===== src/rtl/ctrl_pkg.sv =====
// Shared definitions for the controller front end: fixed button index map
// and the opposite-direction (SOCD) resolution rule.
package ctrl_pkg;
  localparam int BTN_LEFT   = 0;
  localparam int BTN_RIGHT  = 1;
  localparam int BTN_UP     = 2;
  localparam int BTN_DOWN   = 3;
  localparam int BTN_ATTACK = 4;
  localparam int BTN_PERY   = 5;

  localparam int SOCD_PASS    = 0;
  localparam int SOCD_NEUTRAL = 1;

  // Resolve one opposing pair {hi, lo}: in neutral mode both-held means neither.
  function automatic logic [1:0] socd_pair(input logic [1:0] pair, input int mode);
    if (mode == SOCD_NEUTRAL && pair == 2'b11) return 2'b00;
    return pair;
  endfunction
endpackage


===== src/rtl/debounce_channel.sv =====
// One controller channel: two-flop synchroniser followed by a counter debouncer
// that accepts a new level only after it persists DEBOUNCE_CYCLES cycles.
module debounce_channel
  import ctrl_pkg::*;
#(
  parameter int DEBOUNCE_CYCLES = 1000000
) (
  input  logic clk,
  input  logic rst_n,
  input  logic din,
  output logic stable
);
  localparam int CNT_W = $clog2(DEBOUNCE_CYCLES + 1);
  localparam logic [CNT_W-1:0] CNT_LAST = CNT_W'(DEBOUNCE_CYCLES - 1);

  logic s1_p0;
  logic s2_p1;
  logic [CNT_W-1:0] cnt;

  always_ff @(posedge clk or negedge rst_n) begin
    if (!rst_n) begin
      s1_p0  <= 1'b0;
      s2_p1  <= 1'b0;
      stable <= 1'b0;
      cnt    <= '0;
    end else begin
      s1_p0 <= din;
      // sync -> debounce boundary
      s2_p1 <= s1_p0;
      if (s2_p1 == stable) begin
        cnt <= '0;
      end else if (cnt == CNT_LAST) begin
        stable <= ~stable;
        cnt    <= '0;
      end else begin
        cnt <= cnt + CNT_W'(1);
      end
    end
  end
endmodule


===== src/rtl/multi_controller_input.sv =====
// Multi-player controller front end: per-channel debounce, per-player SOCD
// resolution, then registered level, press/release pulses and long-hold flags.
module multi_controller_input
  import ctrl_pkg::*;
#(
  parameter int NUM_PLAYERS     = 2,
  parameter int NUM_BUTTONS     = 6,
  parameter int DEBOUNCE_CYCLES = 1000000,
  parameter int HOLD_CYCLES     = 50000000,
  parameter int ACTIVE_LOW      = 1,
  parameter int SOCD_MODE       = 1
) (
  input  logic                               clk,
  input  logic                               rst_n,
  input  logic [NUM_PLAYERS*NUM_BUTTONS-1:0] btn_raw,
  output logic [NUM_PLAYERS*NUM_BUTTONS-1:0] btn_level,
  output logic [NUM_PLAYERS*NUM_BUTTONS-1:0] btn_press,
  output logic [NUM_PLAYERS*NUM_BUTTONS-1:0] btn_release,
  output logic [NUM_PLAYERS*NUM_BUTTONS-1:0] btn_held,
  output logic [NUM_BUTTONS-1:0]             led
);
  localparam int N      = NUM_PLAYERS * NUM_BUTTONS;
  localparam int HOLD_W = $clog2(HOLD_CYCLES + 1);
  localparam logic [HOLD_W-1:0] HOLD_MAX = HOLD_W'(HOLD_CYCLES);

  logic [N-1:0] pin_n;
  logic [N-1:0] stable_p1;
  logic [N-1:0] socd;
  logic [HOLD_W-1:0] hcnt     [N];
  logic [HOLD_W-1:0] hcnt_nxt [N];

  assign pin_n = (ACTIVE_LOW != 0) ? ~btn_raw : btn_raw;

  for (genvar i = 0; i < N; i++) begin : g_chan
    debounce_channel #(
      .DEBOUNCE_CYCLES(DEBOUNCE_CYCLES)
    ) u_debounce (
      .clk    (clk),
      .rst_n  (rst_n),
      .din    (pin_n[i]),
      .stable (stable_p1[i])
    );
  end

  // debounce -> output boundary
  always_comb begin
    socd = stable_p1;
    for (int p = 0; p < NUM_PLAYERS; p++) begin
      socd[p*NUM_BUTTONS + BTN_LEFT +: 2] =
        socd_pair(stable_p1[p*NUM_BUTTONS + BTN_LEFT +: 2], SOCD_MODE);
      socd[p*NUM_BUTTONS + BTN_UP +: 2] =
        socd_pair(stable_p1[p*NUM_BUTTONS + BTN_UP +: 2], SOCD_MODE);
    end
  end

  // Hold count tracks cycles the registered level has already been high.
  always_comb begin
    hcnt_nxt = hcnt;
    for (int i = 0; i < N; i++) begin
      if (!btn_level[i])             hcnt_nxt[i] = '0;
      else if (hcnt[i] != HOLD_MAX)  hcnt_nxt[i] = hcnt[i] + HOLD_W'(1);
    end
  end

  always_ff @(posedge clk or negedge rst_n) begin
    if (!rst_n) begin
      btn_level   <= '0;
      btn_press   <= '0;
      btn_release <= '0;
      btn_held    <= '0;
      for (int i = 0; i < N; i++) hcnt[i] <= '0;
    end else begin
      btn_level   <= socd;
      btn_press   <= socd & ~btn_level;
      btn_release <= ~socd & btn_level;
      for (int i = 0; i < N; i++) begin
        hcnt[i]     <= hcnt_nxt[i];
        // Gated with socd so the flag drops in the same cycle as the level.
        btn_held[i] <= socd[i] && (hcnt_nxt[i] == HOLD_MAX);
      end
    end
  end

  assign led = btn_level[NUM_BUTTONS-1:0];
endmodule


===== config.mk =====
export PLATFORM = sky130hd
export DESIGN_NAME = multi_controller_input
export DESIGN_NICKNAME = d
export VERILOG_FILES = /design/src/rtl/ctrl_pkg.sv /design/src/rtl/debounce_channel.sv /design/src/rtl/multi_controller_input.sv
export SDC_FILE = /design/constraint.sdc
export NUM_CORES = 1
export LEC_CHECK = 0
export ABC_AREA = 0
export BUFFER_PORTS_ARGS = -buffer_cell sky130_fd_sc_hd__clkbuf_2
export CAP_MARGIN = 20
export CORE_ASPECT_RATIO = 0.9
export CORE_MARGIN = 2
export CORE_UTILIZATION = 50
export DETAILED_ROUTE_END_ITERATION = 7
export GPL_TIMING_DRIVEN = 1
export PLACE_DENSITY = 0.66
export SYNTH_ARGS = -nofsm -noshare
export SYNTH_HDL_FRONTEND = slang
export SYNTH_HIERARCHICAL = 1
export SYNTH_SLANG_ARGS = --single-unit
export TNS_END_PERCENT = 5

===== constraint.sdc =====
create_clock -name clk -period 3.7 [get_ports clk]
set_clock_uncertainty 0.15 [all_clocks]
set_input_delay 0.74 -clock clk [delete_from_list [all_inputs] [get_ports clk]]
set_output_delay 0.74 -clock clk [all_outputs]
set_load 0.02 [all_outputs]

### Word-level counts from Yosys, hierarchy flattened

Cells that the tools add are included.

| storage, ports and cells | value |
|---|---|
| bits in registers | 636 |
| bits of input ports | 14 |
| output and inout port bits | 54 |
| logic and storage cells | 253 |

| cells by class | value |
|---|---|
| add/sub/neg operators | 24 |
| equal/unequal tests | 52 |
| multiplexer cells | 60 |
| bitwise operators | 29 |
| reductions and logical operators | 24 |

Operator list:

| operator | number |
|---|---|
| 2-to-1 mux 26 bit | 24 |
| 2-to-1 mux 20 bit | 24 |
| adder 26 x 1 -> 26 bit, second input constant | 12 |
| equality test 26 bit, second input constant | 12 |
| != test 26 bit, second input constant | 12 |
| adder 20 x 1 -> 20 bit, second input constant | 12 |
| equality test 20 bit, second input constant | 12 |
| inverter 12 bit | 3 |
| AND 12 bit | 2 |
| inverter 1 bit | 24 |
| AND reduction 2 bit | 12 |
| 2-to-1 mux 2 bit | 8 |
| equality test 1 bit | 12 |
| logical AND 1 bit | 12 |
| equality test 2 bit, second input constant | 4 |
| 2-to-1 mux 1 bit | 4 |

### Depth between registers and ports, before layout

Gate-level depths: netlist (run 1).

| logic depth | value |
|---|---|
| word-level depth | 5 |
| depth in mapped cells | 8 |
| mapped depth without buffers | 8 |

### Modules after synthesis

The synthesis (run 1) kept the hierarchy.

By module, submodules not included:

| module | times used | cells each | area each (sq um) | seq. area each (sq um) |
|---|---|---|---|---|
| multi_controller_input | 1 | 2291 | 20751.2 | 9008.6 |
| debounce_channel | 12 | 108 | 1114.8 | 575.6 |

### Worst setup path before layout (run 1)

No wires, ideal clock.

| path | value |
|---|---|
| kind | reg2reg |
| start point | register hcnt[52] in the netlist's numbering |
| end point | register btn_held[9] |
| library setup time | 0.124 ns |
| arrival time | 2.524 ns |
| required time | 3.426 ns |
| setup slack | 0.902 ns |
| stages on the path, launching flop included | 9 |
| buffers on the path | 1 |
| period minus slack after synthesis | 2.798 ns |
| path through | dfrtp_1 ha_1 nand3_1 or4_1 buf_2 or4_1 a211oi_2 and4b_1 nor4b_4 |

RTL lines:

| item | RTL line | RTL |
|---|---|---|
| start: declaration | multi_controller_input.sv:29 | `logic [HOLD_W-1:0] hcnt [N];` |
| start signal: indexed assignment | multi_controller_input.sv:77 | `hcnt[i] <= hcnt_nxt[i];` |
| end signal: indexed assignment | multi_controller_input.sv:79 | `btn_held[i] <= socd[i] && (hcnt_nxt[i] == HOLD_MAX);` |
| end: declaration | multi_controller_input.sv:19 | `output logic [NUM_PLAYERS*NUM_BUTTONS-1:0] btn_held,` |

==> impl_metrics.yaml, run 1 <==
sta:
  slew_headroom_pct: 41.8
  fmax_mhz: 318
  period_needed_ns: 3.14
  whs_ns: 0.120
  hold_violations: 0
  rsz0062_at_grt: "false"
  tightest_slew_ns: 0.866
  slew_viol_final: 0
  tns_ns: 0
  setup_viol: 0
  min_period_over_period_pct: 85.0
floorplanning:
  row_count: 90
  dieArea_mm2: 0.0704
  io_pins: 68
  die_h_um: 252
  die_x_um: 279
  core_mm2: 0.0673
  initial_core_util_pct: 50.7
clocking:
  clkTransAtPathRegs_ns: 0.06
  insertion_delay_ns: 0.61
  ctsRootBufferMaster: "clkbuf_16"
  clock_path_buffers: 3
  cts_setup_buffers: 0
  cts.sinks: 636
  htreeDepth: 3
  numCtsBuffers: 71
  cts_tree: "done"
min_path:
  min_path_type: "primary input to flip-flop"
  holdCritStartpoint: "btn_raw[1]"
  hold_depth: 2
  hold_end: "g_chan[1].u_debounce/s1_p0"
grt:
  gr-usage-met3_pct: 3.07
  grt_pass1_wl_um: 122000
  grt_overflow: 0
  grt.busiest_layer: "met1"
  grtUsageMet1_pct: 30.9
  antenna_found_initial: 0
  grtUsageTotal_pct: 20.4
  gr-usage-met2_pct: 30.5
  grt_pass1_vias: 24400
  grt_start_max_net_pins: 83
critical_path:
  critPathBufInv: 0
  cp_slowest_stage_delay_ns: 0.71
  r2r-start: "hcnt[53]"
  cp_top_family: "simple AND/OR/NAND/NOR gates"
  worst-r2r-cell-count: 7
  reg2reg_to: "btn_held[9]"
  path_class: "flip-flop to flip-flop"
  cp.arrival_ns: 3.48
  crit_fanout: 9
  slowest_stage: "or4_1"
  required_ns: 4.04
  cp_cell_sequence: "ha_1 -> nand3_1 -> or4_1 -> or4_1 -> a211oi_2 -> and4b_1 -> nor4b_4"
  start_kind: "flip-flop"
  end_kind: "flip-flop"
  reg2reg_slack_ns: 0.56
  path_common_cell: "or4_1"
route:
  vias: 26100
  finalWirelength_um: 70800
  viasPerCell: 5.72
  first_pass_iters: 6
  drt_iter0_drc: 1702
  drc: 0
  wl_per_cell_um: 15.5
  ant_nets: 0
finish:
  drive_above_1_share_pct: 8.84
  fin_nets: 3684
  design_area_mm2: 0.0381
  area.growth.synth_to_final_pct: 11.6
synthesis:
  synth_cell_types: 79
  synth_edf_count: 0
  avgSynthCellArea_um2: 9.51
  ys_seq_area_share_pct: 46.6
  syn_nets: 3637
  yosysWarnings: 6
  syn-instance-count: 3587
  ys_ff_latch: 636
  async_flop_share_pct: 100
  synth_flop_cell: "dfrtp_1"
  mappedNetlistArea_mm2: 0.0341
run:
  cap_violations: 0
pwr:
  leakagePower_nw: 15.0
  vdd_ir_drop_max_uv: 316
  power.density_mw_per_mm2: 401
placement:
  port_buffers: 67
  placedInstanceArea_mm2: 0.0354
  place.gp.congestion: 0.872
  dp_hpwl_um: 48200
run_status:
  status: "finished, final reports clean"
==> metal layers <==
metal	part of all wire (%)	routed length, µm
met4	1.9	1380
met5	0	0
met2	44	31000
met3	3.6	2570
met1	51	35800
==> state kept, by name, summed over array words and instances, names as in the netlist <==
| signal | count |
|---|---|
| btn_held | 12 |
| btn_level | 12 |
| btn_press | 12 |
| btn_release | 12 |
| g_chan.u_debounce/cnt | 240 |
| g_chan.u_debounce/s1_p0 | 12 |
| g_chan.u_debounce/s2_p1 | 12 |
| g_chan.u_debounce/stable | 12 |
| hcnt | 312 |
==> synthesized netlist by cell type (23+ instances only) <==
cell | instances | area [µm²]
o21ai_0 | 79 | 395
nor4_1 | 133 | 832
nor4b_1 | 50 | 438
or4_1 | 43 | 323
nor3_1 | 131 | 656
xnor2_1 | 243 | 2130
buf_2 | 31 | 155
nand4_1 | 144 | 901
o21a_1 | 23 | 173
mux2i_1 | 65 | 651
and4_1 | 54 | 473
nand2_1 | 209 | 785
nand2b_1 | 38 | 238
inv_1 | 159 | 597
ha_1 | 36 | 450
nand3_1 | 210 | 1050
o31ai_1 | 26 | 195
nor2_1 | 471 | 1770
or3_1 | 59 | 369
and2_1 | 63 | 394
a21oi_1 | 102 | 510
dfrtp_1 | 636 | 15900
and3_1 | 49 | 307
clkbuf_1 | 85 | 319
xor2_1 | 147 | 1290
==> area by class of cell <==
| type | instances | area (µm²) |
|---|---|---|
| multi-input combinational | 2658 | 17100 |
| tap | 874 | 1090 |
| timing repair buffer | 104 | 751 |
| clock inverter | 38 | 656 |
| inverter | 163 | 612 |
| sequential | 636 | 15900 |
| fill | 5911 | 29300 |
| clock buffer | 90 | 2000 |
| antenna | 1 | 2.50 |
==> power by group <==
group	switching [mW]	internal (mW)	total, mW
Combinational	0.211	0.0687	0.280
Sequential	0.0467	7.00	7.05
Clock	2.92	5.04	7.96
Total	3.18	12.1	15.3
==> worst max path at each step <==
stage,from,to,cells past startpoint
finish,hcnt[53],btn_held[9],7
global route,hcnt[133],btn_held[6],6
CTS,hcnt[53],btn_held[9],7
detailed placement,hcnt[53],btn_held[9],7
global placement,hcnt[53],btn_held[9],7
floorplan,hcnt[52],btn_held[9],8
==> cell families after synthesis <==
kind of cell	count (synthesis)	share of synthesized area, %
and+or+nand+nor	1792	29.2
DFF	636	46.6
xor gates and xnor gates	390	10.0
AOI/OAI and AO/OA	360	6.98
buffers and inverters	293	3.41
muxes	80	2.40
adders and majority gates	36	1.32
==> stage by stage <==
step	instances	setup WS (ns)	utilization, %	power, mW
after floorplan	3587	0.902	-	7.26
after global placement	4434	0.669	52.6	7.47
after detailed placement	4434	0.577	52.6	7.47
after CTS	4563	0.547	56.5	15.5
after global routing	4563	0.344	56.5	15.8
final	4564	0.556	56.6	15.3
==> worst register-to-register path, delay by kind of cell (launching register included) <==
kind | cells | cell delay, ns
AOI/OAI and AO/OA | 1 | 0.25
adders and majority gates | 1 | 0.35
DFF | 1 | 0.44
and+or+nand+nor | 5 | 1.85
==> what timing repair did <==
item                                   CTS  global route
setup endpoints to repair                0             0
resized for setup                        0             0
endpoints found under the hold margin   56             0
hold buffers                             1             0
==> cell usage in the layout, fill, tap and decap left out, types with 63 or more instances in the layout <==
cell type  count
a21oi_1      102
and2_1        63
clkbuf_16     75
clkbuf_2      66
dfrtp_1      636
inv_1        159
mux2i_1       65
nand2_1      209
nand3_1      210
nand4_1      144
nor2_1       471
nor3_1       131
nor4_1       133
o21ai_0       79
xnor2_1      243
xor2_1       147
Power figures use the tool's default switching activity.
==> run 2: changes to the inputs <==
clock period = 3.25 ns   (was 3.7 ns; I/O delays follow)
==> impl_metrics.yaml, run 2 (synthesis gave the netlist of run 1 again) <==
critical_path:
  r2r-start: "hcnt[57]"
  path_class: "flip-flop to flip-flop"
  reg2reg_to: "btn_held[9]"
  reg2reg_slack_ns: 0.19
  required_ns: 3.59
  start_kind: "flip-flop"
  end_kind: "flip-flop"
  crit_fanout: 10
  worst-r2r-cell-count: 6
  cp.arrival_ns: 3.40
floorplanning:
  dieArea_mm2: 0.0704
  io_pins: 68
  row_count: 90
  die_h_um: 252
  initial_core_util_pct: 50.7
  die_x_um: 279
  core_mm2: 0.0673
run_status:
  violations: "design-rule violations"
  status: "finished with violations"
route:
  first_pass_iters: 8
  drc: 1
  ant_nets: 0
  drt_iter0_drc: 1870
  vias: 26100
  finalWirelength_um: 71500
  viasPerCell: 5.67
  wl_per_cell_um: 15.5
grt:
  grt_overflow: 0
  grtUsageTotal_pct: 20.5
  grt_pass1_wl_um: 123000
  grt_pass1_vias: 24600
  antenna_found_initial: 1
  grt_start_max_net_pins: 95
finish:
  top_regs: "hcnt (312), g_chan.u_debounce/cnt (240)"
  area.growth.synth_to_final_pct: 11.8
  largest_reg_flops: 312
  largest_register: "hcnt"
  fin_nets: 3719
  most-common-layout-cells: "636 x dfrtp_1, 471 x nor2_1, 243 x xnor2_1, 210 x nand3_1, 209 x nand2_1"
  final_common_cell: "dfrtp_1"
  antennaDiodeCount: 0
  design_area_mm2: 0.0382
  multiInputGateArea_mm2: 0.0171
  n_fill_cell: 5898
  drive_above_1_share_pct: 9.69
  seqCellArea_mm2: 0.0159
clocking:
  clkTransAtPathRegs_ns: 0.06
  cts.sinks: 636
  htreeDepth: 3
  clock_path_buffers: 3
  numCtsBuffers: 72
  cts_tree: "done"
  ctsRootBufferMaster: "clkbuf_16"
  insertion_delay_ns: 0.61
sta:
  fmax_mhz: 327
  tightest_slew_ns: 0.850
  rsz0062_at_grt: "false"
  setup_viol: 0
  slew_headroom_pct: 42.8
  tns_ns: 0
  whs_ns: 0.0440
  min_period_over_period_pct: 94.1
  hold_violations: 0
  setup_ws_ns: 0.192
  slew_viol_final: 0
  period_needed_ns: 3.06
placement:
  dp_hpwl_um: 49100
  port_buffers: 67
  place.gp.congestion: 0.887
  placedInstanceArea_mm2: 0.0356
  dp_slack_ns: 0.219
min_path:
  hold_end: "g_chan[3].u_debounce/s1_p0"
  min_path_type: "primary input to flip-flop"
  holdCritStartpoint: "btn_raw[3]"
  hold_depth: 2
pwr:
  power_mw: 16.9
  vdd_ir_drop_max_uv: 315
  leakagePower_nw: 15.1
  power.density_mw_per_mm2: 443
run:
  cap_violations: 0
run 2: cell count changes in the layout (fill, tap and decap cells not counted), sizes merged:
cell,previous run,this run
buf,37,70
bufinv,17,9
clkbuf,156,162
clkinv,16,19
clkinvlp,4,6
diode,1,0
dlygate4sd3,1,2
inv,164,162
run 2: layer usage:
layer | routed length, µm | global-route usage (%)
met1 | 36200 | 31.1
met2 | 31200 | 30.8
met3 | 2790 | 3.28
met4 | 1210 | 4.66
met5 | 0 | 0
run 2: metrics by stage:
step / std cells / util, %
floorplan: 3587 / -
global placement: 4467 / 52.9
detailed placement: 4467 / 52.9
CTS: 4598 / 56.7
global route: 4598 / 56.7
finish: 4598 / 56.7
run 2: what timing repair did:
item | in CTS | in global routing
hold buffers | 2 | 0
gates resized for setup | 0 | 0
endpoints found under the hold margin | 37 | 0
setup buffers | 0 | 0
run 2: area by class of cell:
class	instances	share of cell area, %
inverter	163	1.60
timing repair buffer	138	2.51
tap	874	2.87
sequential	636	41.7
clock buffer	96	5.49
clock inverter	33	1.12
multi-input combinational	2658	44.7
run 2: worst max path at each step:
stage | start | end | depth (start not counted)
2_1_floorplan | hcnt[52] | btn_held[9] | 8
3_3_place_gp | hcnt[57] | btn_held[9] | 6
3_5_place_dp | hcnt[57] | btn_held[9] | 6
4_1_cts | hcnt[57] | btn_held[9] | 6
5_1_grt | hcnt[131] | btn_held[6] | 7
6_report | hcnt[57] | btn_held[9] | 6
run 2: worst max-delay path, stage by stage, from the launching register on:
cell	delay [ns]
dfrtp_1	0.47
nand4_1	0.36
or4_1	0.79
or4_1	0.57
a211oi_2	0.25
and4b_1	0.22
nor4b_4	0.13
run 2: report_power, final:
group / total [mW] / internal [mW] / switching (mW)
Clock: 8.56 / 5.26 / 3.30
Sequential: 8.02 / 7.97 / 0.0523
Combinational: 0.314 / 0.0746 / 0.239
Total: 16.9 / 13.3 / 3.59
==> run 3: changes to the inputs <==
==> constraint.sdc (replaced) <==
create_clock -name clk -period 3.25 [get_ports clk]
set_clock_uncertainty 0.15 [all_clocks]
set_input_delay 0 -clock clk [delete_from_list [all_inputs] [get_ports clk]]
set_output_delay 0 -clock clk [all_outputs]
set_load 0.02 [all_outputs]
==> impl_metrics.yaml, run 3 (synthesis gave the netlist of run 1 again) <==
clocking:
  clkTransAtPathRegs_ns: 0.06
  clock_path_buffers: 3
  insertion_delay_ns: 0.60
  ctsRootBufferMaster: "clkbuf_16"
  cts.sinks: 636
  htreeDepth: 3
  cts_tree: "done"
  numCtsBuffers: 70
route:
  first_pass_iters: 5
  drt_iter0_drc: 1830
  finalWirelength_um: 72400
  drc: 0
  ant_nets: 0
  wl_per_cell_um: 15.7
  viasPerCell: 5.69
  vias: 26300
pwr:
  switching_share_pct: 21.1
  leakagePower_nw: 15.1
  p_comb_share_pct: 2.1
  vdd_ir_drop_max_uv: 304
  clockPowerShare_pct: 49.8
  power.density_mw_per_mm2: 435
  p_int_mw: 13.1
  pwr-share-seq_pct: 48.2
  p_switching_mw: 3.52
sta:
  min_period_over_period_pct: 92.5
  slew_headroom_pct: 40.5
  tns_ns: 0
  tightest_slew_ns: 0.885
  period_needed_ns: 3.01
  whs_ns: 0.00629
  setup_ws_ns: 0.243
  setup_viol: 0
  hold_violations: 0
  fmax_mhz: 333
  slew_viol_final: 0
  rsz0062_at_grt: "false"
floorplanning:
  dieArea_mm2: 0.0704
  core_mm2: 0.0673
  initial_core_util_pct: 50.7
  row_count: 90
  io_pins: 68
  die_h_um: 252
  die_x_um: 279
critical_path:
  path_class: "flip-flop to flip-flop"
  reg2reg_slack_ns: 0.24
  slowest_stage: "or4_4"
  cp.arrival_ns: 3.34
  crit_fanout: 8
  required_ns: 3.58
  end_kind: "flip-flop"
  cp_cell_sequence: "ha_1 -> inv_1 -> or4_4 -> or4b_1 -> a21o_1 -> a2111o_1 -> nor4_2"
  start_kind: "flip-flop"
  worst-r2r-cell-count: 7
  cp_slowest_stage_delay_ns: 0.59
grt:
  grt_overflow: 0
  grtUsageTotal_pct: 20.8
  grt_pass1_wl_um: 124000
  grt_pass1_vias: 24900
  antenna_found_initial: 0
  grt_start_max_net_pins: 90
finish:
  antennaDiodeCount: 0
  largest_reg_flops: 312
  largest_register: "hcnt"
  top_regs: "hcnt (312), g_chan.u_debounce/cnt (240)"
  final_common_cell: "dfrtp_1"
  drive_above_1_share_pct: 9.51
  most-common-layout-cells: "636 x dfrtp_1, 471 x nor2_1, 243 x xnor2_1, 210 x nand3_1, 209 x nand2_1"
  fin_nets: 3741
  area.growth.synth_to_final_pct: 12.3
  design_area_mm2: 0.0383
placement:
  placedInstanceArea_mm2: 0.0356
  dp_slack_ns: 0.147
  place.gp.congestion: 0.879
  dp_hpwl_um: 49700
  port_buffers: 67
run_status:
  status: "finished, final reports clean"
run:
  cap_violations: 0
min_path:
  min_path_type: "primary input to async pin"
-- run 3: cell count changes in the layout (fill, tap and decap cells not counted), sizes merged --
cell / change
buf: +3
clkbuf: -2
clkinv: -1
clkinvlp: -2
dlygate4sd3: +21
inv: -1
-- run 3: final cells by class --
class	instances	area, µm²
clock buffers	94	2020
flip-flops and latches	636	15900
multi-input cells	2658	17100
fillers	5905	29000
inverters	163	612
repair buffers	162	1220
well taps	874	1090
clock inverters	29	399
-- run 3: per-stage QoR --
stage,utilization (%),power [mW],instances
3_5_place_dp,52.9,8.50,4469
5_1_grt,56.9,17.3,4616
2_1_floorplan,-,8.26,3587
3_3_place_gp,52.9,8.49,4469
4_1_cts,56.9,16.9,4616
6_report,56.9,16.7,4616
-- run 3: worst max-delay path: cells and delay by family (launching register included) --
family | cells | cell delay, ns
flops | 1 | 0.47
compound gates | 2 | 0.58
simple gates | 3 | 1.33
buf+inv | 1 | 0.15
fa+ha+maj | 1 | 0.24
-- run 3: timing repair --
action | CTS | global route
resized for setup | 0 | 1
buffers inserted | 0 | 0
endpoints found under the hold margin | 610 | 0
hold buffers | 24 | 0
setup endpoints to repair | 0 | 1
-- run 3: per-layer routing --
layer	global-route usage, %	share of wire [%]	up-vias
met5	0	0	-
met4	5.99	2.3	0
met3	3.01	3.9	103
met2	31.8	44	465
met1	30.8	50	12700
li1	-	-	13000
-- run 3: path summary, 6_finish.rpt --
path,start,end
setup / recovery,hcnt[261],btn_held[1]
hold / removal,rst_n,hcnt[230]
setup reg to reg,hcnt[261],btn_held[1]
hold reg to reg,g_chan[6].u_debounce/s1_p0,g_chan[6].u_debounce/s2_p1
max in group asynchronous,rst_n,hcnt[176]
min in group clk,btn_raw[6],g_chan[6].u_debounce/s1_p0
-- run 3: power groups by stage --
stage / Clock [mW] / Combinational, mW / Sequential [mW]
floorplan: 0 / 0.106 / 8.15
global placement: 0 / 0.330 / 8.17
detailed placement: 0 / 0.334 / 8.17
CTS: 8.55 / 0.363 / 8.02
global route: 8.87 / 0.404 / 8.02
finish: 8.29 / 0.344 / 8.02
